==> src/rtl/uart_pkg.sv <==
// Shared definitions for the UART transmitter: one-hot state encoding,
// default line settings and the clocks-per-bit calculation.
package uart_pkg;

  typedef enum logic [4:0] {
    IDLE   = 5'b00001,
    START  = 5'b00010,
    DATA   = 5'b00100,
    PARITY = 5'b01000,
    STOP   = 5'b10000
  } state_t;

  localparam int DEF_CLK_FREQ = 50000000;
  localparam int DEF_BAUD     = 9600;

  function automatic int clks_per_bit(input int clk_freq, input int baud);
    return clk_freq / baud;
  endfunction

endpackage

==> src/rtl/uart_tx_serializer_baud_tick_gen.sv <==
// Bit-period timer: one-cycle tick every CLKS_PER_BIT cycles, held at zero
// while clr is high so each frame starts on a clean bit boundary.
module baud_tick_gen #(
  parameter int CLKS_PER_BIT = 2
) (
  input  logic clk,
  input  logic rst,
  input  logic clr,
  output logic tick
);

  localparam int CW = (CLKS_PER_BIT > 1) ? $clog2(CLKS_PER_BIT) : 1;

  logic [CW-1:0] cnt;

  assign tick = (cnt == CW'(CLKS_PER_BIT - 1));

  always_ff @(posedge clk or posedge rst) begin
    if (rst)              cnt <= '0;
    else if (clr || tick) cnt <= '0;
    else                  cnt <= cnt + CW'(1);
  end

endmodule

==> src/rtl/uart_tx_serializer.sv <==
// 8N1 UART transmitter with registered tx/busy/done outputs.
// Define UART_TX_PARITY_EN to insert an even-parity bit before the stop bit.
module uart_tx_serializer
  import uart_pkg::*;
#(
  parameter int CLK_FREQ  = DEF_CLK_FREQ,
  parameter int BAUD      = DEF_BAUD,
  parameter int DATA_BITS = 8
) (
  input  logic                 clk,
  input  logic                 rst,
  input  logic                 start,
  input  logic [DATA_BITS-1:0] data,
  output logic                 tx,
  output logic                 busy,
  output logic                 done
);

  localparam int CPB   = clks_per_bit(CLK_FREQ, BAUD);
  localparam int IDX_W = $clog2(DATA_BITS + 1);

  state_t               state, state_n;
  logic [DATA_BITS-1:0] shift, shift_n;
  logic [IDX_W-1:0]     idx, idx_n;
  logic                 tx_n, busy_n, done_n;
  logic                 tick, baud_clr;
`ifdef UART_TX_PARITY_EN
  logic                 par, par_n;
`endif

  assign baud_clr = (state == IDLE);

  baud_tick_gen #(.CLKS_PER_BIT(CPB)) u_baud (
    .clk  (clk),
    .rst  (rst),
    .clr  (baud_clr),
    .tick (tick)
  );

  always_comb begin
    state_n = state;
    shift_n = shift;
    idx_n   = idx;
    done_n  = 1'b0;
`ifdef UART_TX_PARITY_EN
    par_n   = par;
`endif
    case (state)
      IDLE: if (start) begin
        state_n = START;
        shift_n = data;
        idx_n   = '0;
`ifdef UART_TX_PARITY_EN
        par_n   = ^data;
`endif
      end
      START: if (tick) begin
        state_n = DATA;
        idx_n   = '0;
      end
      DATA: if (tick) begin
        shift_n = shift >> 1;
        if (idx == IDX_W'(DATA_BITS - 1)) begin
`ifdef UART_TX_PARITY_EN
          state_n = PARITY;
`else
          state_n = STOP;
`endif
        end else begin
          idx_n = idx + IDX_W'(1);
        end
      end
      PARITY: if (tick) state_n = STOP;
      STOP: if (tick) begin
        state_n = IDLE;
        done_n  = 1'b1;
      end
      default: state_n = IDLE;
    endcase

    // Outputs are decoded from the next state so they land in flops.
    case (state_n)
      START:   tx_n = 1'b0;
      DATA:    tx_n = shift_n[0];
`ifdef UART_TX_PARITY_EN
      PARITY:  tx_n = par_n;
`endif
      default: tx_n = 1'b1;
    endcase
    busy_n = (state_n != IDLE);
  end

  always_ff @(posedge clk or posedge rst) begin
    if (rst) begin
      state <= IDLE;
      shift <= '0;
      idx   <= '0;
      tx    <= 1'b1;
      busy  <= 1'b0;
      done  <= 1'b0;
`ifdef UART_TX_PARITY_EN
      par   <= 1'b0;
`endif
    end else begin
      state <= state_n;
      shift <= shift_n;
      idx   <= idx_n;
      tx    <= tx_n;
      busy  <= busy_n;
      done  <= done_n;
`ifdef UART_TX_PARITY_EN
      par   <= par_n;
`endif
    end
  end

endmodule

==> config.mk <==
export PLATFORM = sky130hd
export DESIGN_NAME = uart_tx_serializer
export DESIGN_NICKNAME = d
export VERILOG_FILES = /design/src/rtl/uart_pkg.sv /design/src/rtl/uart_tx_serializer_baud_tick_gen.sv /design/src/rtl/uart_tx_serializer.sv
export SDC_FILE = /design/constraint.sdc
export NUM_CORES = 1
export LEC_CHECK = 0
export ABC_AREA = 1
export CORE_ASPECT_RATIO = 1.1
export CORE_MARGIN = 8
export CORE_UTILIZATION = 35
export DETAILED_ROUTE_END_ITERATION = 12
export GPL_TIMING_DRIVEN = 0
export HOLD_SLACK_MARGIN = 0.05
export PLACE_DENSITY = 0.6
export SLEW_MARGIN = 0
export SYNTH_ARGS = -nofsm -noshare
export SYNTH_HDL_FRONTEND = slang
export SYNTH_SLANG_ARGS = --single-unit
==> constraint.sdc <==
create_clock -name clk -period 1.4 [get_ports clk]
set_input_delay 0.28 -clock clk [delete_from_list [all_inputs] [get_ports clk]]
set_output_delay 0.28 -clock clk [all_outputs]
set_load 0.1 [all_outputs]
==> reports/qor.txt <==
status - finished with violations
failing checks - negative setup slack
initial antenna violation count - 0
worst r2r src - state[0]$_DFF_PP1_
Crit. End Element - flop
Post-synth EDFFs - 0
vias per cell - 4.90
Initial Util - 35.9%
DP Cell Count - 301
maximum VDD drop - 0.644 mV
die outline width - 84.0 um
Rows - 27
ratio of final minimum period to clock period - 107%
Die ar. - 0.00763 sq mm
aggregate global routing overflow - 0
slowest stage delay, CP - 380 ps
Worst Setup SP - state[0]$_DFF_PP1_
worst min-delay path class - in2async
DRT antenna net count - 0
GRT Total Usage - 11.0%
clock sink count - 33
via count - 1612
hold buffer count at CTS - 0
total wire length - 4120 um
YS warnings - 0
worst flop-to-flop path endpoint - tx$_DFF_PP1_
Yosys cell types - 25
CP cell instances - buf_6 -> nor2_4 -> nand2_2 -> nor2_4 -> buf_6 -> o21ai_2 -> nand2_1 -> nand2_1 -> nand2_1
ANT cells - 0
Worst Slack Setup Final - -95.9 ps
leakage power - 1.16 nW
CTS tree - built
Worst EP arrival - 1720 ps
synthesized area - 0.00178 sq mm
skew final - 3.44 ps
post-synthesis net count - 243
prevailing post-synth register cell - dfrtp_1
drt pass-1 iters - 4
internal reg-to-reg setup slack - -100 ps
pwr/cell area - 1600 mW/mm^2
area delta synth->final - 41.2%
RSZ-0062 raised after global routing - true
Ports - 14
DRC viols - 0
share of the yosys chip area belonging to registers - 46.5%
CP Launch Type - flop
CP Class - reg2reg
core footprint - 0.00497 sq mm
Worst-path clk slew - 70 ps
# Max-Cap Violations - 0
Clock Tree Buf Depth - 2
slowest CP cell - dfstp_2
htree depth - 2
first-pass GRT wire length - 7070 um
Final min period - 1500 ps
Die Ht - 90.8 um
synthesized flop and latch total - 33
Inserted Clock Buffers - 5
Final Wtd Congestion - 0.787
Final Hold Vio Count - 0
asr flop ratio synth - 100%
reg2reg path depth - 9
Max FO, Critical Path - 10
dpl hpwl - 2620 um
Placement Cell Area - 0.00198 sq mm
Nets - 283
Mapped Avg Cell Area - 7.75 sq um
Setup Viol. Count Final - 12
most frequent CP cell - nand2_1
vias in the first global route - 1612
largest net degree at the start of global routing - 34
routed length per instance - 12.5 um
Req. time, crit path - 1620 ps
fin area - 0.00252 sq mm
Iter 0 DRT Violations - 68
Final Max Slew Viols - 0
layout cells sized above 1 - 37.6%
Worst-Margin Slew - 725 ps
Rel. slew slack - 51.6%
root buf cell - clkbuf_8
I/O Buffers - 13
Core Util, Final - 50.7%
Peak Freq - 669 MHz
Skew-Pair Late Insertion Delay - 280 ps
fin cells - 329
Mapped Cells - 230
-- placed cells by master (no fill, tap or decap), drive strengths merged --
cell,count
clkbuf,6
clkdlybuf4s50,10
inv,31
bufinv,1
buf,25
dfstp,2
xor2,2
or2,1
and2,1
nor3,7
clkinvlp,2
nand3,29
nand2,67
nand4,6
ha,2
a21oi,8
nor2,31
dfrtp,31
o21ai,9
-- repair_timing --
action,4_1_cts,5_1_grt
setup endpoints to repair,64,32
resized for setup,45,41
setup buffers,12,9
pin swaps,14,17
-- synth_stat cells, types with 4 or more instances --
master	n	share of area (%)
nand3_1	26	7.3
nor3_1	7	2.0
nand2_1	60	13
a21oi_1	8	2.2
dfrtp_1	31	44
nor2_1	20	4.2
inv_2	6	1.3
nor2_2	8	2.8
nand4_1	6	2.1
o21ai_1	4	1.1
nand2_2	6	2.1
inv_1	26	5.5
-- registers in the layout (all words and copies together), names as in the netlist --
register    count
shift           8
busy            1
tx              1
state           5
u_baud.cnt     13
done            1
idx             4
-- where the power goes --
| group | switching (mW) | internal (mW) | total, mW |
|---|---|---|---|
| registers | 0.143 | 1.17 | 1.32 |
| logic | 1.07 | 0.712 | 1.78 |
| clock network | 0.362 | 0.579 | 0.941 |
| total | 1.57 | 2.46 | 4.04 |
-- through the flow --
stage / hold WS, ps / setup TNS [ps] / setup WS (ps) / total power, mW
after detailed placement: 463 / -18280 / -494 / 2.49
after global placement: 454 / -17990 / -495 / 2.47
after global routing: 503 / -2030 / -154 / 4.30
after floorplan: 397 / 0 / 33.3 / 2.21
final: 456 / -690 / -95.9 / 4.04
after CTS: 487 / -318 / -60.2 / 3.84
-- how the worst max path moves through the flow --
stage                         endpoint  slack (ps)  cells after the start
6_report                  tx$_DFF_PP1_        -100                      9
5_1_grt             idx[2]$_DFFE_PP0P_        -150                     10
4_1_cts                   tx$_DFF_PP1_         -60                      9
3_5_place_dp                        tx        -490                      1
3_3_place_gp                        tx        -490                      1
2_1_floorplan  u_baud.cnt[8]$_DFF_PP0_          30                      8
-- cell type report --
type / instances / area [sq um]
multi-input cells: 163 / 1050
clock inverters: 2 / 37.5
clock buffers: 6 / 82.6
repair buffers: 34 / 303
inverters: 32 / 131
flip-flops and latches: 33 / 831
well taps: 58 / 72.6
plain buffers: 1 / 11.3
fillers: 482 / 2450
-- critical path: cells and delay by family, from the launching register on --
family	cells	cell delay (ps)
compound gates	1	70
buf+inv	2	300
flops	1	380
simple gates	6	670
-- metal layers --
layer,vias up,global-route usage (%),share of wire (%)
li1,811,-,-
met4,0,4.76,1.8
met5,-,0,0
met1,760,12.4,41
met2,33,18.7,53
met3,8,3.25,4.7
-- cell families after synthesis --
kind of cell	count (synthesis)	synth area share, %
and+or+nand+nor	142	38.5
adders and majority gates	2	1.40
buffers and inverters	34	7.44
xor gates and xnor gates	2	0.983
DFF	33	46.5
AOI/OAI and AO/OA	17	5.20
No activity file was read; power rests on OpenSTA's default activity.
